## config.mk

```make
export PLATFORM = sky130hd
export DESIGN_NAME = cflog_writer
export DESIGN_NICKNAME = d
export VERILOG_FILES = /design/src/rtl/cflow_pkg.sv /design/src/rtl/cflog_fifo.sv /design/src/rtl/cflog_writer.sv
export SDC_FILE = /design/constraint.sdc
export NUM_CORES = 1
export LEC_CHECK = 0
export BUFFER_PORTS_ARGS = -buffer_cell sky130_fd_sc_hd__clkbuf_2
export CAP_MARGIN = 25
export CORE_MARGIN = 8
export CORE_UTILIZATION = 61
export CTS_CLUSTER_DIAMETER = 30
export DETAILED_ROUTE_END_ITERATION = 6
export GPL_TIMING_DRIVEN = 0
export PLACE_DENSITY = 0.83
export RECOVER_POWER = 25
export SLEW_MARGIN = 20
export SYNTH_ARGS = -nofsm -noshare
export SYNTH_HDL_FRONTEND = slang
export SYNTH_SLANG_ARGS = --single-unit
export TNS_END_PERCENT = 30
```

## constraint.sdc

```tcl
create_clock -name clk -period 3.4 [get_ports clk]
set_input_delay 0.17 -clock clk [delete_from_list [all_inputs] [get_ports clk]]
set_output_delay 0.17 -clock clk [all_outputs]
set_load 0.1 [all_outputs]
```

## src/rtl/cflow_pkg.sv

```systemverilog
// Shared definitions for the CF-Log writer: log entry layout, default log size and FSM encoding.
package cflow_pkg;

   localparam logic [15:0] LOG_SIZE_DEFAULT = 16'h0080;

   typedef struct packed {
      logic [15:0] ptr;
      logic [15:0] src;
      logic [15:0] dest;
   } entry_t;

   localparam logic [1:0] ST_IDLE       = 2'd0;
   localparam logic [1:0] ST_WR_SRC     = 2'd1;
   localparam logic [1:0] ST_WR_DEST    = 2'd2;
   localparam logic [1:0] ST_FLUSH_WAIT = 2'd3;

endpackage

```

## src/rtl/cflog_fifo.sv

```systemverilog
// Small synchronous FIFO buffering log entries; a pop in the same cycle frees a slot for a push when full.
module cflog_fifo #(
   parameter int DEPTH = 4,
   parameter int WIDTH = 48
) (
   input  logic             clk,
   input  logic             rst_n,
   input  logic             push,
   input  logic             pop,
   input  logic [WIDTH-1:0] wdata,
   output logic [WIDTH-1:0] rdata,
   output logic             full,
   output logic             empty
);

   localparam int PW = $clog2(DEPTH);

   logic [WIDTH-1:0] mem [DEPTH];
   logic [PW-1:0]    wr_ptr;
   logic [PW-1:0]    rd_ptr;
   logic [PW:0]      count;
   logic             do_push;
   logic             do_pop;

   assign empty   = (count == '0);
   assign full    = (count == (PW+1)'(DEPTH));
   assign do_pop  = pop && !empty;
   assign do_push = push && (!full || do_pop);
   assign rdata   = mem[rd_ptr];

   always_ff @(posedge clk) begin
      if (do_push) mem[wr_ptr] <= wdata;
   end

   always_ff @(posedge clk or negedge rst_n) begin
      if (!rst_n) begin
         wr_ptr <= '0;
         rd_ptr <= '0;
         count  <= '0;
      end else begin
         if (do_push) wr_ptr <= wr_ptr + 1'b1;
         if (do_pop)  rd_ptr <= rd_ptr + 1'b1;
         case ({do_push, do_pop})
            2'b10:   count <= count + 1'b1;
            2'b01:   count <= count - 1'b1;
            default: count <= count;
         endcase
      end
   end

endmodule

```

## src/rtl/cflog_writer.sv

```systemverilog
// Commits {ptr,src,dest} control-flow log entries as two 16-bit CF-Log words, draining
// the entry FIFO completely before handing a flush over to the TCB.
module cflog_writer
   import cflow_pkg::*;
#(
   parameter logic [15:0] LOG_SIZE   = LOG_SIZE_DEFAULT,
   parameter int          FIFO_DEPTH = 4,
   parameter int          AW         = 7
) (
   input  logic          clk,
   input  logic          rst_n,
   input  logic          log_wen,
   input  logic [15:0]   log_ptr,
   input  logic [15:0]   log_src,
   input  logic [15:0]   log_dest,
   input  logic          flush_req,
   input  logic          flush_done,
   output logic          mem_wen,
   output logic [AW-1:0] mem_addr,
   output logic [15:0]   mem_wdata,
   output logic          flush_ready,
   output logic          overflow,
   output logic [15:0]   entries
);

   logic [1:0]  state;
   entry_t      in_entry;
   entry_t      head;
   logic        fifo_full;
   logic        fifo_empty;
   logic        pop;
   logic        drop;
   logic        pending;
   logic [15:0] cur_ptr;
   logic [15:0] cur_dest;
   logic [15:0] dest_addr;
   logic        unused_ptr_bits;

   assign in_entry        = '{ptr: log_ptr, src: log_src, dest: log_dest};
   assign pop             = !fifo_empty && (state == ST_IDLE || state == ST_WR_DEST);
   assign drop            = log_wen && fifo_full && !pop;
   assign dest_addr       = (cur_ptr + 16'd1) & (LOG_SIZE - 16'd1);
   assign unused_ptr_bits = ^{head.ptr[15:AW], dest_addr[15:AW]};

   cflog_fifo #(
      .DEPTH (FIFO_DEPTH),
      .WIDTH ($bits(entry_t))
   ) u_fifo (
      .clk   (clk),
      .rst_n (rst_n),
      .push  (log_wen),
      .pop   (pop),
      .wdata (in_entry),
      .rdata (head),
      .full  (fifo_full),
      .empty (fifo_empty)
   );

   // A pending flush is only honoured from IDLE with an empty FIFO, so every entry
   // accepted up to the request is already in memory when flush_ready rises.
   always_ff @(posedge clk or negedge rst_n) begin
      if (!rst_n) begin
         state       <= ST_IDLE;
         mem_wen     <= 1'b0;
         mem_addr    <= '0;
         mem_wdata   <= '0;
         flush_ready <= 1'b0;
         overflow    <= 1'b0;
         entries     <= '0;
         pending     <= 1'b0;
         cur_ptr     <= '0;
         cur_dest    <= '0;
      end else begin
         mem_wen <= 1'b0;
         if (state != ST_FLUSH_WAIT) pending <= pending | flush_req;
         case (state)
            ST_IDLE, ST_WR_DEST: begin
               if (state == ST_WR_DEST && entries != 16'hFFFF) entries <= entries + 16'd1;
               if (pop) begin
                  state     <= ST_WR_SRC;
                  mem_wen   <= 1'b1;
                  mem_addr  <= head.ptr[AW-1:0];
                  mem_wdata <= head.src;
                  cur_ptr   <= head.ptr;
                  cur_dest  <= head.dest;
               end else if (state == ST_IDLE && pending) begin
                  state       <= ST_FLUSH_WAIT;
                  flush_ready <= 1'b1;
               end else begin
                  state <= ST_IDLE;
               end
            end
            ST_WR_SRC: begin
               state     <= ST_WR_DEST;
               mem_wen   <= 1'b1;
               mem_addr  <= dest_addr[AW-1:0];
               mem_wdata <= cur_dest;
            end
            default: begin
               if (flush_done) begin
                  state       <= ST_IDLE;
                  flush_ready <= 1'b0;
                  entries     <= '0;
                  overflow    <= 1'b0;
                  pending     <= flush_req;
               end
            end
         endcase
         if (drop) overflow <= 1'b1;
      end
   end

endmodule

```

==> results of run 1 <==
flip-flops by register name (all words and copies together), names as in the netlist:
| name | cells |
|---|---|
| u_fifo.count | 3 |
| cur_dest | 16 |
| entries | 16 |
| u_fifo.rd_ptr | 2 |
| mem_wen | 1 |
| u_fifo.wr_ptr | 2 |
| u_fifo.mem | 156 |
| cur_ptr | 7 |
| flush_ready | 1 |
| overflow | 1 |
| state | 2 |
| pending | 1 |
| mem_wdata | 16 |
| mem_addr | 7 |
worst max path at each step:
stage,start,slack (ps),depth (start not counted),endpoint
global placement,state[0]$_DFFE_PN0P_,610,2,u_fifo.mem[1][3]$_DFFE_PP_
floorplan,entries[7]$_DFFE_PN0P_,720,4,entries[0]$_DFFE_PN0P_
finish,u_fifo.count[2]$_DFFE_PN0P_,760,6,mem_addr[6]$_DFFE_PN0P_
global route,u_fifo.count[2]$_DFFE_PN0P_,570,6,mem_addr[6]$_DFFE_PN0P_
detailed placement,u_fifo.rd_ptr[0]$_DFFE_PN0N_,1040,6,cur_dest[13]$_DFFE_PN0P_
CTS,u_fifo.count[2]$_DFFE_PN0P_,1010,6,mem_addr[6]$_DFFE_PN0P_
layout by cell type (no fill, tap or decap), drive strengths merged, types with 2 or more instances in the layout:
cell         Yosys  final
nor2            32     32
dlygate4sd3      0     42
a31oi           17     17
bufinv           0      7
and3             7      7
mux2i            8      8
a21o             3      3
clkbuf          17    146
nand3           14     14
buf             11     16
nand2          109    109
a21oi            8      8
a211oi           2      2
clkinvlp         0      7
o211ai           5      5
nor3b            3      3
nand4            2      2
o2bb2ai          8      8
nor3             7      7
ha               6      6
mux4            39     39
clkinv           0     11
or2b             2      2
or4              2      2
o21ai            4      4
edfxtp         156    156
xnor2            8      8
mux2             3      3
xor2             2      2
o31a             2      2
dfrtp           75     75
nor4             3      3
inv             11     14
o22ai            3      3
through the flow:
step / util, % / area, µm² / instances / hold WS [ps]
final: 78.3 / 11700 / 978 / 38.9
after global routing: 78.3 / 11700 / 978 / 82.9
after CTS: 78.5 / 11800 / 977 / 26.3
after detailed placement: 66.6 / 9970 / 863 / 202
after global placement: 65.8 / 9860 / 858 / 383
after floorplan: - / 9200 / 585 / -126
cells by family after synthesis:
logic type	synth area share (%)
buffers and inverters	1.89
AOI/OAI and AO/OA	4.87
adders and majority gates	1.03
muxes	10.9
xor gates and xnor gates	0.952
DFF	71.3
and+or+nand+nor	9.07
tightest hold or removal path, stage by stage:
cell and delay, ps:
clkbuf_2 130, nand2_1 90, a21o_1 110
area by class of cell:
type                       count  share of cell area (%)
clock inverter                28                    3.04
buffer                        28                    1.13
multi-input combinational    315                    21.1
tap                          188                    2.01
inverter                      11                   0.352
antenna                        1                  0.0213
timing repair buffer         132                    7.75
sequential                   231                    56.0
clock buffer                  44                    8.67
metal layers:
layer	part of all wire, %	track usage, %
met3	8.5	5.34
met5	0	0
met4	4.2	13.2
met1	35	28.9
met2	52	45.6
repair_timing:
item                      CTS  global route
resized for setup           0             0
hold endpoints to repair  193             0
hold buffers               42             0
==> flow_summary_export.csv, run 1 <==
group,metric,value,unit
yosys,yosysSeqAreaShare,71.3,%
clocking,cts_num_sinks,231,
yosys,yosys.area.top_type,"edfxtp_1",
finish,multi_input_area,2470,µm²
global_routing,grt_start_max_net_pins,41,
worst_setup_path,critPathArrivalTime,3050,ps
timing,setup_viol,0,
yosys,synth_edf_count,156,
yosys,postSynth.asyncResetShare,32.5,%
worst_setup_path,start_kind,"flip-flop",
finish,areaGrowthSynthToFinish,27.4,%
clocking,clock_latency,530,ps
worst_setup_path,ff2ff_path_depth,6,
yosys,synth_area_per_cell,15.7,µm²
timing,rsz0062_at_grt,"no",
finish,regArea,6560,µm²
clocking,path_clk_slew,50,ps
die,fp.dieW,139,µm
global_routing,grt_overflow,0,
detailed_routing,drtAntennaViolNets,0,
clocking,numCtsBuffers,39,
placement,pre_cts_ws,1040,ps
status,status,"finished clean",
worst_setup_path,rr_startpoint,"u_fifo.count[2]$_DFFE_PN0P_",
yosys,synthTopCellsByArea,"edfxtp_1, dfrtp_1, mux4_2",
yosys,synth_ff_type,"edfxtp_1",
die,dieArea,19300,µm²
clocking,cts_buffer_depth,3,
min_path,hp-class,"input pin to flip-flop",
placement,gp_congestion,0.846,
worst_setup_path,worstPathMaxFanout,10,
finish,nets,818,
flow_run,maxCapViolations,0,
worst_setup_path,crit_path_max_incr_delay,790,ps
yosys,synth-seq-cells,231,
worst_setup_path,path_delay_family,"simple AND/OR/NAND/NOR gates",
timing,period_needed,2640,ps
yosys,synth_common_cells,"edfxtp_1, nand2_1, dfrtp_1, mux4_2, nor2_1",
min_path,min_path_cells,3,
timing,tightest_slew,953,ps
detailed_routing,drc,0,
worst_setup_path,path_common_cell,"clkbuf_1",
die,design.portCount,95,
timing,finalMaxSlewViolations,0,
detailed_routing,via_per_inst,6.31,
worst_setup_path,reg2reg_slack,760,ps
worst_setup_path,critPathKind,"flip-flop to flip-flop",
yosys,syn-num-nets,645,
worst_setup_path,cp_cell_sequence,"nor3_1 -> or2_2 -> clkbuf_1 -> clkbuf_1 -> a211oi_1 -> a21oi_1",
clocking,cts_tree,"built",
detailed_routing,wl_per_cell,25.1,µm
worst_setup_path,cp_slowest_cell,"nor3_1",
yosys,synth.most_common_cell,"edfxtp_1",
global_routing,groute.usage.overall,25.7,%
clocking,postCtsSetupBuffers,0,
detailed_routing,drt_iter0_drc,585,
timing,layout_worst_path_cycle_share,77.5,%
detailed_routing,totalWireLength,24500,µm
die,start_util,61.4,%
finish,drive_gt1_share,23.2,%
detailed_routing,firstDrtPassIters,5,
die,die_h,139,µm
timing,tns,0,ps
worst_setup_path,endpoint_kind,"flip-flop",
min_path,holdPathEnd,"state[1]$_DFFE_PN0P_",
die,std_cell_rows,45,
detailed_routing,num_vias,6171,
die,coreArea,15000,µm²
placement,dp_hpwl,13100,µm
timing,slew_headroom,36.0,%
min_path,holdCritStartpoint,"flush_done",
global_routing,grt_antenna_before_repair,1,
timing,hold_viol_final,0,
yosys,synthDistinctLibCells,53,
timing,max_freq,379,MHz
worst_setup_path,worst-path-buf-inv,2,
finish,fillCellCount,761,
timing,fin_skew,31.1,ps
yosys,yosysTopAreaCellShare,50.9,%
yosys,netlist_area,9200,µm²
placement,port_buffers,85,
global_routing,grt_pass1_vias,6659,
clocking,root_buffer,"clkbuf_16",
yosys,synthCells,585,
global_routing,grt_pass1_wl,37900,µm
timing,worst_slack,765,ps
worst_setup_path,required,3810,ps
yosys,yosys_warnings,0,
worst_setup_path,rr_endpoint,"mem_addr[6]$_DFFE_PN0P_",
clocking,h-tree-depth,2,
Power of run 1 is not shown: default switching activity piles up to over one toggle a cycle in this logic, so the estimate is an artifact.
==> run 2: changes to the inputs <==
--- a/config.mk
+++ b/config.mk
@@ -8,11 +8,11 @@
 export BUFFER_PORTS_ARGS = -buffer_cell sky130_fd_sc_hd__clkbuf_2
 export CAP_MARGIN = 25
 export CORE_MARGIN = 8
-export CORE_UTILIZATION = 61
+export CORE_UTILIZATION = 58
 export CTS_CLUSTER_DIAMETER = 30
 export DETAILED_ROUTE_END_ITERATION = 6
 export GPL_TIMING_DRIVEN = 0
-export PLACE_DENSITY = 0.83
+export PLACE_DENSITY = 0.8
 export RECOVER_POWER = 25
 export SLEW_MARGIN = 20
 export SYNTH_ARGS = -nofsm -noshare
==> constraint.sdc (replaced) <==
create_clock -name clk -period 2.5 [get_ports clk]
set_input_delay 0.125 -clock clk [delete_from_list [all_inputs] [get_ports clk]]
set_output_delay 0.125 -clock clk [all_outputs]
set_load 0.1 [all_outputs]
==> flow_summary_export.csv, run 2 (synthesis gave the netlist of run 1 again) <==
group,metric,value,unit
global_routing,grt_antenna_before_repair,0,
timing,fin_skew,23.7,ps
finish,fillCellCount,892,
die,die_h,142,µm
worst_setup_path,required,2870,ps
global_routing,grt_overflow,0,
worst_setup_path,crit_path_max_incr_delay,570,ps
placement,gp_congestion,0.862,
clocking,numCtsBuffers,40,
timing,setup_viol,0,
min_path,hp-class,"input pin to flip-flop",
clocking,h-tree-depth,2,
global_routing,grt_pass1_vias,6318,
global_routing,groute.usage.overall,22.0,%
die,fp.dieW,142,µm
worst_setup_path,critPathKind,"flip-flop to flip-flop",
detailed_routing,drc,0,
timing,tightest_slew,1320,ps
clocking,root_buffer,"clkbuf_16",
placement,dp_hpwl,13300,µm
timing,finalMaxSlewViolations,0,
die,coreArea,15700,µm²
clocking,cts_num_sinks,231,
finish,multi_input_area,2470,µm²
die,std_cell_rows,46,
detailed_routing,totalWireLength,21200,µm
finish,drive_gt1_share,25.7,%
worst_setup_path,worst-path-buf-inv,2,
finish,regArea,6570,µm²
worst_setup_path,path_common_cell,"buf_1",
worst_setup_path,path_delay_family,"buffers and inverters",
timing,hold-worst-slack,381,ps
finish,final_common_cell,"edfxtp_1",
die,design.portCount,95,
flow_run,maxCapViolations,0,
placement,port_buffers,85,
worst_setup_path,cp_cell_sequence,"buf_1 -> buf_1 -> mux4_2 -> nand2_1 -> o211ai_1",
die,start_util,58.6,%
timing,period_needed,2360,ps
worst_setup_path,reg2reg_slack,140,ps
clocking,postCtsSetupBuffers,0,
detailed_routing,wl_per_cell,21.0,µm
finish,antenna-diode-count,0,
finish,top_register,"u_fifo.mem",
global_routing,grt_start_max_net_pins,55,
detailed_routing,drtAntennaViolNets,0,
worst_setup_path,endpoint_kind,"flip-flop",
timing,layout_worst_path_cycle_share,94.4,%
finish,nets,821,
timing,slew_headroom,11.8,%
clocking,cts_tree,"built",
finish,layout_common_cells,"edfxtp_1, nand2_1, dfrtp_1",
clocking,cts_buffer_depth,3,
timing,max_freq,424,MHz
worst_setup_path,worstPathMaxFanout,10,
die,dieArea,20100,µm²
finish,largest_register_ffs,156,
clocking,clock_latency,520,ps
timing,hold_viol_final,0,
worst_setup_path,critPathArrivalTime,2730,ps
detailed_routing,via_per_inst,5.76,
worst_setup_path,start_kind,"flip-flop",
detailed_routing,num_vias,5812,
global_routing,grt_pass1_wl,34100,µm
detailed_routing,firstDrtPassIters,5,
worst_setup_path,cp_slowest_cell,"buf_1",
detailed_routing,drt_iter0_drc,447,
clocking,path_clk_slew,60,ps
timing,rsz0062_at_grt,"no",
status,status,"finished clean",
finish,areaGrowthSynthToFinish,28.8,%
==> run 2: cell count changes in the layout (fill, tap and decap cells not counted), sizes merged <==
| cell | delta |
|---|---|
| clkbuf | +2 |
| inv | +6 |
| diode | -1 |
| bufinv | -5 |
| dlygate4sd3 | +2 |
| clkinvlp | -1 |
==> run 2: final timing paths <==
kind,startpoint,to,cells after the start
max in group asynchronous,rst_n,entries[5]$_DFFE_PN0P_,2
min in group asynchronous,rst_n,entries[10]$_DFFE_PN0P_,2
worst min-delay path,log_src[8],u_fifo.mem[3][24]$_DFFE_PP_,2
worst min register to register,cur_dest[13]$_DFFE_PN0P_,cur_dest[13]$_DFFE_PN0P_,2
worst max register to register,u_fifo.rd_ptr[1]$_DFFE_PN0N_,mem_addr[3]$_DFFE_PN0P_,5
worst max-delay path,u_fifo.rd_ptr[1]$_DFFE_PN0N_,mem_addr[3]$_DFFE_PN0P_,5
==> run 2: metal layers <==
metal	part of all wire, %	global-route usage (%)
met1	39	27.2
met2	52	37.6
met3	6.5	4.50
met5	0	0
met4	2.7	8.71
==> run 2: area by class of cell <==
class	instances	area share (%)
Inverter	11	0.348
Timing Repair Buffer	134	8.17
Buffer	28	1.12
Clock buffer	46	9.25
Clock inverter	28	2.51
Sequential cell	231	55.4
Tap cell	216	2.28
Multi-Input combinational cell	315	20.9
==> run 2: per-stage QoR <==
step                      util (%)  setup TNS, ps  setup WS [ps]  area [µm²]  std cells
after floorplan                  -          -23.0          -23.0        9210        585
after global placement        63.0         -50410           -335        9910        886
after detailed placement      64.0              0            121       10100        891
after CTS                     75.6              0           53.2       11900       1009
after global routing          75.4              0           8.33       11900       1009
final                         75.4              0            141       11900       1009
==> run 2: timing repair <==
action / in CTS / in global routing
endpoints found under the hold margin: 235 / 0
gates resized for setup: 0 / 1
endpoints found under the setup margin: 0 / 22
hold buffers: 44 / 0
Power of run 2 is left out for the same reason.
==> run 3: changes to the inputs <==
--- a/config.mk
+++ b/config.mk
@@ -6,13 +6,13 @@
 export NUM_CORES = 1
 export LEC_CHECK = 0
 export BUFFER_PORTS_ARGS = -buffer_cell sky130_fd_sc_hd__clkbuf_2
-export CAP_MARGIN = 25
+export CAP_MARGIN = 20
 export CORE_MARGIN = 8
-export CORE_UTILIZATION = 58
+export CORE_UTILIZATION = 55
 export CTS_CLUSTER_DIAMETER = 30
 export DETAILED_ROUTE_END_ITERATION = 6
 export GPL_TIMING_DRIVEN = 0
-export PLACE_DENSITY = 0.8
+export PLACE_DENSITY = 0.76
 export RECOVER_POWER = 25
 export SLEW_MARGIN = 20
 export SYNTH_ARGS = -nofsm -noshare
==> flow_summary_export.csv, run 3 (synthesis gave the netlist of run 1 again) <==
group,metric,value,unit
finish,fillCellCount,1043,
timing,hold_viol_final,0,
timing,finalMaxSlewViolations,0,
clocking,cts_buffer_depth,3,
worst_setup_path,required,2870,ps
finish,regArea,6570,µm²
worst_setup_path,worstPathMaxFanout,10,
detailed_routing,wl_per_cell,21.2,µm
finish,areaGrowthSynthToFinish,28.2,%
clocking,clock_latency,510,ps
worst_setup_path,path_common_cell,"buf_1",
worst_setup_path,start_kind,"flip-flop",
worst_setup_path,critPathArrivalTime,2670,ps
worst_setup_path,path_delay_family,"buffers and inverters",
global_routing,grt_pass1_vias,6256,
detailed_routing,via_per_inst,5.73,
global_routing,grt_start_max_net_pins,41,
detailed_routing,num_vias,5789,
finish,antenna-diode-count,0,
finish,multi_input_area,2470,µm²
timing,fin_skew,18.8,ps
detailed_routing,drt_iter0_drc,405,
clocking,root_buffer,"clkbuf_16",
timing,hold-worst-slack,190,ps
detailed_routing,drc,0,
die,die_h,145,µm
placement,gp_congestion,0.832,
global_routing,grt_pass1_wl,34000,µm
die,std_cell_rows,47,
timing,tightest_slew,789,ps
worst_setup_path,crit_path_max_incr_delay,570,ps
die,start_util,55.9,%
finish,final_common_cell,"edfxtp_1",
detailed_routing,drtAntennaViolNets,0,
worst_setup_path,endpoint_kind,"flip-flop",
worst_setup_path,worst-path-buf-inv,2,
timing,max_freq,433,MHz
clocking,path_clk_slew,60,ps
status,status,"finished clean",
die,dieArea,21100,µm²
die,coreArea,16500,µm²
finish,design_area,11800,µm²
finish,drive_gt1_share,24.3,%
clocking,h-tree-depth,2,
timing,worst_slack,191,ps
clocking,numCtsBuffers,39,
placement,post_dp_cell_area,10000,µm²
global_routing,grt_antenna_before_repair,0,
worst_setup_path,cp_slowest_cell,"buf_1",
finish,layout_common_cells,"edfxtp_1, nand2_1, dfrtp_1",
timing,layout_worst_path_cycle_share,92.4,%
clocking,cts_tree,"built",
global_routing,grt_overflow,0,
timing,slew_headroom,47.4,%
timing,setup_viol,0,
detailed_routing,totalWireLength,21400,µm
finish,nets,820,
clocking,postCtsSetupBuffers,0,
placement,pre_cts_ws,127,ps
detailed_routing,firstDrtPassIters,7,
timing,period_needed,2310,ps
placement,dp_hpwl,13200,µm
worst_setup_path,cp_cell_sequence,"buf_1 -> buf_1 -> mux4_2 -> nand2_1 -> o211ai_1",
die,design.portCount,95,
die,fp.dieW,145,µm
min_path,hp-class,"input pin to async pin",
worst_setup_path,critPathKind,"flip-flop to flip-flop",
placement,port_buffers,85,
finish,largest_register_ffs,156,
timing,rsz0062_at_grt,"no",
flow_run,maxCapViolations,0,
finish,top_register,"u_fifo.mem",
clocking,cts_num_sinks,231,
global_routing,groute.usage.overall,20.4,%
[run 3: stage by stage]
step	TNS, ps	instances	utilization (%)
finish	0	1010	71.6
global route	0	1010	71.6
CTS	0	1010	71.8
detailed placement	0	895	60.9
global placement	-49260	890	60.2
floorplan	-23.0	585	-
[run 3: cell type report]
class,count,share of cell area (%)
inverter,11,0.350
clock buffer,43,8.76
clock inverter,28,2.77
tap,220,2.33
timing repair buffer,134,7.93
multi-input combinational,315,21.0
buffer,28,1.15
sequential,231,55.7
[run 3: timing repair]
action                                  CTS  global route
hold buffers                             44             0
gates resized for setup                   0             2
hold endpoints to repair                198             0
endpoints found under the setup margin    0            21
[run 3: path summary, 6_finish.rpt]
check / depth (start not counted) / to / startpoint / slack (ps)
max reg2reg: 5 / mem_addr[3]$_DFFE_PN0P_ / u_fifo.rd_ptr[1]$_DFFE_PN0N_ / 190
min in group clk: 2 / u_fifo.mem[2][20]$_DFFE_PP_ / log_src[4] / 420
min reg2reg: 2 / cur_dest[9]$_DFFE_PN0P_ / cur_dest[9]$_DFFE_PN0P_ / 480
min: 2 / entries[2]$_DFFE_PN0P_ / rst_n / 190
max: 5 / mem_addr[3]$_DFFE_PN0P_ / u_fifo.rd_ptr[1]$_DFFE_PN0N_ / 190
max in group asynchronous: 3 / entries[11]$_DFFE_PN0P_ / rst_n / 1700
[run 3: layer usage]
layer	vias to the layer above	global-route usage, %	share of wire (%)
met5	-	0	0
met1	2934	23.9	38
met2	244	36.1	53
li1	2570	-	-
met3	41	5.01	6.6
met4	0	7.13	1.9
Power of run 3 is left out for the same reason.
